<file path="src/rtl/kernel_pkg.sv">
// Shared types and constants for the kernel border streamer.
//   state_e : FILL / STREAM / FLUSH frame-phase encoding
//   MODE_4N : cross window (centre + N/S/E/W)
//   MODE_8N : full 3x3 window
package kernel_pkg;

  typedef enum logic [1:0] {
    FILL   = 2'd0,
    STREAM = 2'd1,
    FLUSH  = 2'd2
  } state_e;

  localparam logic MODE_4N = 1'b0;
  localparam logic MODE_8N = 1'b1;

endpackage

</file>
<file path="src/rtl/line_buffer.sv">
// Shift-register line buffer: delays a pixel stream by DEPTH accepted samples.
//   clk  : clock
//   en   : shift enable (one pixel step)
//   din  : pixel entering the buffer
//   dout : pixel that entered DEPTH steps ago (oldest entry)
// Contents are intentionally not reset; the owner masks stale data.
module line_buffer #(
  parameter int DEPTH = 8,
  parameter int DW    = 8
) (
  input  logic          clk,
  input  logic          en,
  input  logic [DW-1:0] din,
  output logic [DW-1:0] dout
);

  logic [DW-1:0] mem_q [DEPTH];
  logic [DW-1:0] mem_d [DEPTH];

  always_comb begin
    mem_d = mem_q;
    if (en) begin
      mem_d[0] = din;
      for (int i = 1; i < DEPTH; i++) begin
        mem_d[i] = mem_q[i-1];
      end
    end
  end

  always_ff @(posedge clk) begin
    mem_q <= mem_d;
  end

  assign dout = mem_q[DEPTH-1];

endmodule

</file>
<file path="src/rtl/kernel_border_stream.sv">
// Streaming 3x3 / cross neighbourhood border classifier.
// Pixels arrive in raster order; each output is the centre pixel, or 0 with
// out_border set when (max - min) over the window reaches THRESH.
//   clk, rst_n          : clock, asynchronous active-low reset
//   mode_8n             : 1 = 8-neighbour window, 0 = 4-neighbour cross
//   in_valid/in_ready   : input handshake, in_data = pixel
//   out_valid/out_ready : output handshake, out_data/out_border/out_last
//   busy                : frame in progress
//   dbg_state           : current frame phase
// Handshake: a transfer happens on a rising clk edge where valid and ready
// are both 1; valid never waits for ready, and a held output stays stable.
module kernel_border_stream
  import kernel_pkg::*;
#(
  parameter int            DW     = 8,
  parameter int            IMG_W  = 8,
  parameter int            IMG_H  = 8,
  parameter logic [DW-1:0] THRESH = DW'(1)
) (
  input  logic          clk,
  input  logic          rst_n,
  input  logic          mode_8n,
  input  logic          in_valid,
  input  logic [DW-1:0] in_data,
  output logic          in_ready,
  output logic          out_valid,
  input  logic          out_ready,
  output logic [DW-1:0] out_data,
  output logic          out_border,
  output logic          out_last,
  output logic          busy,
  output state_e        dbg_state
);

  localparam int NW = $clog2(IMG_W*IMG_H + 1);
  localparam int RW = $clog2(IMG_H);
  localparam int CW = $clog2(IMG_W);
  localparam logic [NW-1:0] FILL_LAST = NW'(IMG_W);
  localparam logic [NW-1:0] IN_LAST   = NW'(IMG_W*IMG_H - 1);
  localparam logic [RW-1:0] ROW_LAST  = RW'(IMG_H - 1);
  localparam logic [CW-1:0] COL_LAST  = CW'(IMG_W - 1);

  state_e        state_q, state_d;
  logic [NW-1:0] in_cnt_q, in_cnt_d;
  logic [RW-1:0] orow_q, orow_d;
  logic [CW-1:0] ocol_q, ocol_d;
  logic          mode_q, mode_d;
  logic          busy_q, busy_d;
  logic          out_valid_q, out_valid_d;
  logic [DW-1:0] out_data_q, out_data_d;
  logic          out_border_q, out_border_d;
  logic          out_last_q, out_last_d;
  logic [DW-1:0] win_q [3][3];
  logic [DW-1:0] win_d [3][3];
  logic [DW-1:0] win_n [3][3];

  logic [DW-1:0] lb1_dout, lb2_dout;
  logic          out_free, in_fire, flush_step, step, emit;
  logic [2:0]    row_ok, col_ok;
  logic [DW-1:0] win_max, win_min, win_diff;

  // Output register can take a new result this cycle.
  assign out_free = out_ready || !out_valid_q;

  always_comb begin
    case (state_q)
      FILL:    in_ready = 1'b1;
      STREAM:  in_ready = out_free;
      default: in_ready = 1'b0;
    endcase
  end

  assign in_fire = in_valid && in_ready;
  // Once the last result is loaded, flushing stops until it is consumed.
  assign flush_step = (state_q == FLUSH) && out_free && !(out_valid_q && out_last_q);
  assign step = in_fire || flush_step;
  assign emit = (in_fire && (state_q == STREAM)) || flush_step;

  // lb1 yields the pixel one row above the incoming one, lb2 two rows above.
  // Both keep shifting during FLUSH so the last rows still see their neighbours.
  line_buffer #(.DEPTH(IMG_W), .DW(DW)) u_lb1 (
    .clk (clk), .en (step), .din (in_data), .dout (lb1_dout)
  );
  line_buffer #(.DEPTH(IMG_W), .DW(DW)) u_lb2 (
    .clk (clk), .en (step), .din (lb1_dout), .dout (lb2_dout)
  );

  // Window after this step: column 2 is newest, row 0 is oldest row.
  always_comb begin
    for (int i = 0; i < 3; i++) begin
      win_n[i][0] = win_q[i][1];
      win_n[i][1] = win_q[i][2];
    end
    win_n[0][2] = lb2_dout;
    win_n[1][2] = lb1_dout;
    win_n[2][2] = in_data;
    win_d = step ? win_n : win_q;
  end

  // Out-of-image neighbours are masked by the centre's coordinates, which also
  // hides row wrap, flush garbage and stale line-buffer contents.
  assign row_ok = {orow_q != ROW_LAST, 1'b1, orow_q != '0};
  assign col_ok = {ocol_q != COL_LAST, 1'b1, ocol_q != '0};

  always_comb begin
    win_max = win_n[1][1];
    win_min = win_n[1][1];
    for (int i = 0; i < 3; i++) begin
      for (int j = 0; j < 3; j++) begin
        if (row_ok[i] && col_ok[j] && ((mode_q == MODE_8N) || (i == 1) || (j == 1))) begin
          if (win_n[i][j] > win_max) win_max = win_n[i][j];
          if (win_n[i][j] < win_min) win_min = win_n[i][j];
        end
      end
    end
    win_diff = win_max - win_min;
  end

  always_comb begin
    state_d      = state_q;
    in_cnt_d     = in_cnt_q;
    orow_d       = orow_q;
    ocol_d       = ocol_q;
    mode_d       = mode_q;
    busy_d       = busy_q;
    out_valid_d  = out_valid_q && !out_ready;
    out_data_d   = out_data_q;
    out_border_d = out_border_q;
    out_last_d   = out_last_q;

    if (emit) begin
      out_valid_d  = 1'b1;
      out_border_d = (win_diff >= THRESH);
      out_data_d   = (win_diff >= THRESH) ? '0 : win_n[1][1];
      out_last_d   = (orow_q == ROW_LAST) && (ocol_q == COL_LAST);
      if (ocol_q == COL_LAST) begin
        ocol_d = '0;
        orow_d = orow_q + 1'b1;
      end else begin
        ocol_d = ocol_q + 1'b1;
      end
    end

    case (state_q)
      FILL: begin
        if (in_fire) begin
          in_cnt_d = in_cnt_q + 1'b1;
          if (in_cnt_q == '0) begin
            mode_d = mode_8n;
            busy_d = 1'b1;
          end
          if (in_cnt_q == FILL_LAST) state_d = STREAM;
        end
      end
      STREAM: begin
        if (in_fire) begin
          in_cnt_d = in_cnt_q + 1'b1;
          if (in_cnt_q == IN_LAST) state_d = FLUSH;
        end
      end
      FLUSH: begin
        if (out_valid_q && out_last_q && out_ready) begin
          state_d    = FILL;
          in_cnt_d   = '0;
          orow_d     = '0;
          ocol_d     = '0;
          busy_d     = 1'b0;
          out_last_d = 1'b0;
        end
      end
      default: state_d = FILL;
    endcase
  end

  always_ff @(posedge clk or negedge rst_n) begin
    if (!rst_n) begin
      state_q      <= FILL;
      in_cnt_q     <= '0;
      orow_q       <= '0;
      ocol_q       <= '0;
      mode_q       <= MODE_4N;
      busy_q       <= 1'b0;
      out_valid_q  <= 1'b0;
      out_data_q   <= '0;
      out_border_q <= 1'b0;
      out_last_q   <= 1'b0;
      for (int i = 0; i < 3; i++) begin
        for (int j = 0; j < 3; j++) begin
          win_q[i][j] <= '0;
        end
      end
    end else begin
      state_q      <= state_d;
      in_cnt_q     <= in_cnt_d;
      orow_q       <= orow_d;
      ocol_q       <= ocol_d;
      mode_q       <= mode_d;
      busy_q       <= busy_d;
      out_valid_q  <= out_valid_d;
      out_data_q   <= out_data_d;
      out_border_q <= out_border_d;
      out_last_q   <= out_last_d;
      win_q        <= win_d;
    end
  end

  assign out_valid  = out_valid_q;
  assign out_data   = out_data_q;
  assign out_border = out_border_q;
  assign out_last   = out_last_q;
  assign busy       = busy_q;
  assign dbg_state  = state_q;

endmodule
</file>
<file path="config.mk">
export PLATFORM = sky130hd
export DESIGN_NAME = kernel_border_stream
export DESIGN_NICKNAME = d
export VERILOG_FILES = /design/src/rtl/kernel_pkg.sv /design/src/rtl/line_buffer.sv /design/src/rtl/kernel_border_stream.sv
export SDC_FILE = /design/constraint.sdc
export NUM_CORES = 1
export LEC_CHECK = 0
export CAP_MARGIN = 40
export CORE_MARGIN = 2
export CORE_UTILIZATION = 35
export DETAILED_ROUTE_END_ITERATION = 7
export GPL_ROUTABILITY_DRIVEN = 0
export HOLD_SLACK_MARGIN = 0.08
export PLACE_DENSITY = 0.61
export SYNTH_ARGS = -nofsm -noshare
export SYNTH_HDL_FRONTEND = slang
export SYNTH_SLANG_ARGS = --single-unit
</file>
<file path="constraint.sdc">
create_clock -name clk -period 24.6 [get_ports clk]
set_input_delay 7.38 -clock clk [delete_from_list [all_inputs] [get_ports clk]]
set_output_delay 7.38 -clock clk [all_outputs]
set_load 0.1 [all_outputs]
</file>
Word level (Yosys, flattened, before mapping)
Index checks and enable logic that the tools add are counted.
{"block": "op_classes", "n_addsub": 4, "magnitude_cmp": 19, "eq_ne": 15, "n_mux": 61, "n_reduce_logical": 33}
{"op": "8-bit 2-to-1 mux", "count": 35}
{"op": "8-bit greater-than comparator", "count": 9}
{"op": "8-bit < comparator", "count": 9}
{"op": "3-bit 2-to-1 mux", "count": 8}
{"op": "1-bit logical AND", "count": 16}
{"op": "7-bit 2-to-1 mux", "count": 2}
{"op": "7-bit one-hot mux with 2 select lines", "count": 1}
{"op": "2-bit 2-to-1 mux", "count": 5}
{"op": "8-bit by 1-bit greater-or-equal comparator with 1-bit output, second input constant", "count": 1}
{"op": "2-bit inequality test, second input constant", "count": 4}
{"op": "8-bit subtractor", "count": 1}
{"op": "7-bit by 1-bit adder with 7-bit output, second input constant", "count": 1}
{"op": "7-bit by 4-bit equality test with 1-bit output, second input constant", "count": 1}
{"op": "7-bit by 6-bit equality test with 1-bit output, second input constant", "count": 1}
{"op": "7-bit zero test", "count": 1}
{"op": "1-bit 2-to-1 mux", "count": 7}
{"op": "3-bit by 1-bit adder with 3-bit output, second input constant", "count": 2}
{"op": "3-bit equality test, second input constant", "count": 2}
{"op": "2-bit by 1-bit inequality test with 1-bit output, second input constant", "count": 3}
{"op": "3-bit inequality test, second input constant", "count": 2}
{"op": "2-bit one-hot mux with 3 select lines", "count": 1}
{"op": "3-bit AND reduction", "count": 2}
{"op": "3-bit nonzero test", "count": 2}
{"op": "5-bit AND reduction", "count": 1}
{"op": "9 further kinds", "count": 15}
{"block": "word_totals", "regBits": 204, "out_inout_bits": 15}

Longest topological paths before layout
{"block": "depth", "ltp_word": 30, "mapped_depth": 111}

By module
From an unflattened synthesis, not the netlist that was laid out.
{"block": "hier_totals", "cells_unflattened": 1336, "area_unflattened_um2": 13330.3}
{"mod": "kernel_border_stream", "instances": 1, "cells_per_inst": 1192, "area_each_um2": 9366.5, "seq_area_each_um2": 1901.8}
{"mod": "line_buffer", "instances": 2, "cells_per_inst": 72, "area_each_um2": 1981.9, "seq_area_each_um2": 1921.8}

Worst setup path before layout
Ideal clock, no wire load.
{"block": "synth_path", "path_type": "reg-to-reg", "startpoint": "reg win_q, in the netlist win_n[34]", "endpoint": "reg out_data_q[0], in the netlist out_data[0]", "setup_ns": 0.072, "arrival_time_ns": 18.049, "required_time_ns": 24.528, "setup_slack_ns": 6.479, "stages_incl_launch_ff": 100, "n_path_buf": 8, "cell_sequence": "dfrtp_1 > clkbuf_1 > inv_1 > ha_1 > nand2_1 > or3_1 > and3b_1 > buf_2 > nand2_2 > mux2i_1 > ha_1 > a21oi_1 > nand2_1 > a31o_2 > o311a_4 > a21oi_2 > a31oi_1 > mux2_2 > (+64 left out) > nand2b_1 > a21oi_1 > nor2_1 > a211oi_1 > nor2_1 > clkbuf_1 > mux2i_1 > ha_1 > fa_1 > nor2b_1 > o21ai_0 > nand2b_1 > a21oi_1 > nor2_1 > nor2_1 > xnor2_1 > nor3_1 > a32o_1"}
{"block": "synth_between", "elab_chain_cells": 29, "elab_cells_between_ends": 55, "cone_classes": "add/sub (1); order compare (19); mux (35)"}
{"element": "from (decl)", "line": "kernel_border_stream.sv:53", "source": "logic [DW-1:0] win_q [3][3];"}
{"element": "from (signal assigned)", "line": "kernel_border_stream.sv:203", "source": "win_q <= win_d;"}
{"element": "8-bit greater-than comparator or 8-bit < comparator (tied branches)", "line": "kernel_border_stream.sv:111, kernel_border_stream.sv:112"}
{"element": "8-bit 2-to-1 mux, on equally long branches", "line": "kernel_border_stream.sv:111, kernel_border_stream.sv:112"}
{"element": "8-bit 2-to-1 mux", "line": "kernel_border_stream.sv:110", "source": "if (row_ok[i] && col_ok[j] && ((mode_q == MODE_8N) || (i == 1) || (j == 1))) begin"}
{"element": "8-bit greater-than comparator or 8-bit < comparator (tied branches)", "line": "kernel_border_stream.sv:111, kernel_border_stream.sv:112"}
{"element": "8-bit 2-to-1 mux, on equally long branches", "line": "kernel_border_stream.sv:111, kernel_border_stream.sv:112"}
{"element": "8-bit 2-to-1 mux", "line": "kernel_border_stream.sv:110"}
{"element": "8-bit greater-than comparator or 8-bit < comparator (tied branches)", "line": "kernel_border_stream.sv:111, kernel_border_stream.sv:112"}
{"element": "8-bit 2-to-1 mux, on equally long branches", "line": "kernel_border_stream.sv:111, kernel_border_stream.sv:112"}
{"element": "(+13 left out)"}
{"element": "8-bit 2-to-1 mux, on equally long branches", "line": "kernel_border_stream.sv:111, kernel_border_stream.sv:112"}
{"element": "8-bit 2-to-1 mux", "line": "kernel_border_stream.sv:110"}
{"element": "8-bit greater-than comparator or 8-bit < comparator (tied branches)", "line": "kernel_border_stream.sv:111, kernel_border_stream.sv:112"}
{"element": "8-bit 2-to-1 mux, on equally long branches", "line": "kernel_border_stream.sv:111, kernel_border_stream.sv:112"}
{"element": "8-bit 2-to-1 mux", "line": "kernel_border_stream.sv:110"}
{"element": "8-bit subtractor *", "line": "kernel_border_stream.sv:116", "source": "win_diff = win_max - win_min;"}
{"element": "8-bit by 1-bit greater-or-equal comparator with 1-bit output *", "line": "kernel_border_stream.sv:134", "source": "out_data_d = (win_diff >= THRESH) ? '0 : win_n[1][1];"}
{"element": "8-bit 2-to-1 mux *", "line": "kernel_border_stream.sv:134"}
{"element": "to (signal assigned)", "line": "kernel_border_stream.sv:200", "source": "out_data_q <= out_data_d;"}
{"element": "to (decl)", "line": "kernel_border_stream.sv:50", "source": "logic [DW-1:0] out_data_q, out_data_d;"}
Mark *: on every way between the ends. The rest lies on a longest branch, timed or not.
A chain may end at the register's enable or synchronous reset.

Final worst setup path
{"block": "layout_path", "startpoint": "reg win_q, in the netlist win_n[34]", "endpoint": "reg out_data_q[4], in the netlist out_data[4]"}
The elaborated chain is that of the path after synthesis.

==> tab_implementation.tex <==
\begin{tabular}{lr}
\hline
Metric & Value \\
\hline
\multicolumn{2}{l}{\textbf{Cells and area}} \\
\quad Most frequent cells in the layout & ha\_1 (129), edfxtp\_1 (128), inv\_1 (117), nand2\_1 (116), o21ai\_0 (107) \\
\quad Number of nets in the layout & $\sim$1400 \\
\quad Synthesis-to-finish area growth & 13.5\% \\
\quad Most common cell after layout, fill and taps aside & ha\_1 \\
\quad Post-layout instance area & $\sim$14000 µm² \\
\quad Proportion of layout cells with a drive suffix above 1 & 0.101 \\
\quad Filler-free cell count of the finished design & 1759 \\
\quad Diode count & 0 \\
\multicolumn{2}{l}{\textbf{Floorplanning}} \\
\quad Die W & 195 µm \\
\quad Die height & slightly below 200 µm \\
\quad Core Rows & 69 \\
\quad Placeable core area & between 30000 and 40000 µm² \\
\quad Starting utilization of the core area & 0.357 \\
\quad Number of top-level design ports & 28 \\
\quad Die Footprint & $\sim$38000 µm² \\
\multicolumn{2}{l}{\textbf{GRT}} \\
\quad Wire length of the first global-routing pass & 49000 µm \\
\quad Sum of overflow across all layers after global routing & 0 \\
\quad Overall Global Routing Usage & 0.160 \\
\quad Number of antenna violations at the first check in global routing & 0 \\
\quad Via count of the first global-routing pass & a little over 9000 \\
\quad Largest net degree at the start of global routing & between 200 and 250 \\
\multicolumn{2}{l}{\textbf{Synth}} \\
\quad Total of warnings raised by yosys & 0 \\
\quad Fraction of registers with async set or reset after synthesis & 0.373 \\
\quad Cell type contributing the most total cell area after synthesis & edfxtp\_1 \\
\quad Share of synthesized area occupied by flip-flops and latches & 0.452 \\
\quad Ys flop type & edfxtp\_1 \\
\quad Post-synth cell types & 83 \\
\quad Yosys reg bits & between 200 and 250 \\
\quad Post-synth EDFFs & about 130 \\
\quad Largest cells by area after synthesis & edfxtp\_1 (30\%), dfrtp\_1 (15\%), ha\_1 (13\%) \\
\quad Synthesized instance count & about 1200 \\
\quad Post-synth top area share & 0.302 \\
\quad Synthesized area divided by synthesized cell count & between 10 and 15 µm² \\
\quad Net Count, Synth & approximately 1400 \\
\quad Cell area after synthesis & $\sim$13000 µm² \\
\multicolumn{2}{l}{\textbf{Timing}} \\
\quad Fraction of the cycle the final worst path needs & 0.843 \\
\quad Sum Neg Setup Slack & 0 ps \\
\quad Worst slew margin relative to its limit & 0.259 \\
\quad Worst Tran Pin Value & 1110 ps \\
\quad Min Clock Period, post-route & approximately 21000 ps \\
\quad Max-slew violations & 0 \\
\quad Final Hold Violating Endpoints & 0 \\
\quad Setup repair after global routing missed its margin & false \\
\quad Total setup violations reported at the end of the flow & 0 \\
\quad Max Clk Rate & 48.2 MHz \\
\quad Fin Clk Skew & 9.86 ps \\
\multicolumn{2}{l}{\textbf{Min path}} \\
\quad Number of cells on the worst hold path & 0 \\
\quad Class of the most critical hold timing path & reg2reg \\
\quad HP Start & u\_lb2.mem\_q[61]\$\_DFFE\_PP\_ \\
\quad Hold worst-path end & u\_lb2.mem\_q[53]\$\_DFFE\_PP\_ \\
\multicolumn{2}{l}{\textbf{Placement}} \\
\quad Post-detailed-placement half-perimeter wirelength & 22500 µm \\
\quad Number of port buffers & 27 \\
\quad Placed standard-cell area & approximately 14000 µm² \\
\quad Instance count after placement with tap cells included & 1720 \\
\multicolumn{2}{l}{\textbf{Drt}} \\
\quad Average routed wire per standard cell & approximately 17 µm \\
\quad Vias per cell & approximately 5.3 \\
\quad DRT Pass-1 Iters & 7 \\
\quad Number of vias in the routed layout & a little over 9000 \\
\quad Remaining design rule violation count & 1 \\
\quad Iteration-0 DRC Markers & 724 \\
\quad DRT antenna net count & 0 \\
\quad Detailed-route wire length & roughly 30000 µm \\
\multicolumn{2}{l}{\textbf{Worst setup path}} \\
\quad Slowest stage cell, crit path & nor2\_1 \\
\quad CP max FO & 14 \\
\quad Source of the critical timing path & win\_n[34]\$\_DFFE\_PN0P\_ \\
\quad End of the worst register-to-register path & out\_data[4]\$\_DFFE\_PN0N\_ \\
\quad Critical path data arrival time & 21160 ps \\
\quad Required time reported for the critical path endpoint & 25040 ps \\
\quad Crit Reg-Reg Startpoint & win\_n[34]\$\_DFFE\_PN0P\_ \\
\quad Worst reg-to-reg setup slack & about 3900 ps \\
\quad Kind of end point of the critical path & register \\
\quad Number of cells traversed by the worst register-to-register path & 97 \\
\quad Longest individual stage delay on the worst path & 670 ps \\
\quad Category of the worst setup path launch point & register \\
\quad Kind of critical path & reg2reg \\
\multicolumn{2}{l}{\textbf{CTS}} \\
\quad Postcts setup bufs & 0 \\
\quad Sink count of the clock tree & between 200 and 250 \\
\quad Count of hold-fix buffers inserted at cts & 0 \\
\quad Clock root buffer & clkbuf\_16 \\
\quad Clock insertion delay at the later pin of the skew report & slightly above 500 ps \\
\quad Clock buffers created by TritonCTS & 22 \\
\quad Maximum count of clock buffers along a single path & 3 \\
\quad Number of resized instances in the post-cts repair step & 0 \\
\quad Deepest level of the CTS H-tree & 1 \\
\quad TritonCTS clock tree & built \\
\quad Clock-pin slew of the registers on the worst-case setup and hold paths & $\sim$60 ps \\
\multicolumn{2}{l}{\textbf{Job}} \\
\quad Number of max-capacitance violations reported & 0 \\
\multicolumn{2}{l}{\textbf{Outcome}} \\
\quad Violated checks & design-rule violations \\
\quad Result of the run & complete, but fails checks \\
\hline
\end{tabular}
-- final cells by class --
cell class / instances / area, µm²
Clock buffer: 29 / 608
Clock inverter: 10 / 91.3
Timing Repair Buffer: 48 / 558
Inverter: 117 / 439
Fill cell: 3426 / 21200
Sequential cell: 204 / 5750
Tap cell: 461 / 577
Multi-Input combinational cell: 890 / 6430
-- worst max path at each step --
stage                                          to  cells past startpoint
final                     out_data[4]$_DFFE_PN0N_                     97
after CTS                 out_data[4]$_DFFE_PN0N_                     97
after floorplan           out_data[0]$_DFFE_PN0N_                     99
after global routing      out_data[7]$_DFFE_PN0N_                     97
after global placement    out_data[3]$_DFFE_PN0N_                     92
after detailed placement  out_data[4]$_DFFE_PN0N_                     97
-- cell usage after synthesis, drive strengths merged (26+ instances only) --
master and number:
a21oi 89, mux2 41, mux2i 34, clkbuf 32, edfxtp 128, inv 117
ha 129, nand3 26, nand2 117, dfrtp 76, o21ai 116, nor2 86
-- metal layers --
layer,part of all wire,track usage,vias up
met3,0.047,0.0206,71
met5,0,0,-
li1,-,-,4583
met2,0.44,0.255,244
met4,0.032,0.0564,0
met1,0.48,0.225,4377
-- sequential cells by signal, indices dropped and copies added (netlist names), 2 cells and up --
register,count
u_lb1.mem_q,56
u_lb2.mem_q,56
win_n,48
out_data,8
u_lb1.dout,8
u_lb2.dout,8
in_cnt_q,7
ocol_q,3
orow_q,3
dbg_state,2
-- cells by family (layout without fill, tap and decap cells) --
logic type	Yosys count	in the layout	share of synthesized area
and+or+nand+nor	340	340	0.128
AOI/OAI and AO/OA	321	321	0.165
DFF	204	204	0.452
buffers and inverters	152	204	0.0452
adders and majority gates	132	132	0.130
muxes	75	75	0.0649
xor gates and xnor gates	22	22	0.0157
-- per-stage QoR --
stage          hold WS [ps]  setup WS (ps)  utilization
6_report                414           3870        0.405
3_3_place_gp            400           4690        0.378
4_1_cts                 416           4130        0.405
2_1_floorplan           400           6480            -
5_1_grt                 423           1950        0.405
3_5_place_dp            405           4210        0.386
-- critical path: cells and delay by family (launching register included) --
family / cells / cell delay [ps]
AOI/OAI and AO/OA: 36 / 7160
xor gates and xnor gates: 2 / 630
adders and majority gates: 10 / 2970
buffers and inverters: 8 / 880
DFF: 1 / 640
muxes: 5 / 1540
and+or+nand+nor: 36 / 6790
Power is left out: the tool's default activity adds up to more than one toggle a clock period on the data nets, which glitch-free logic cannot reach.
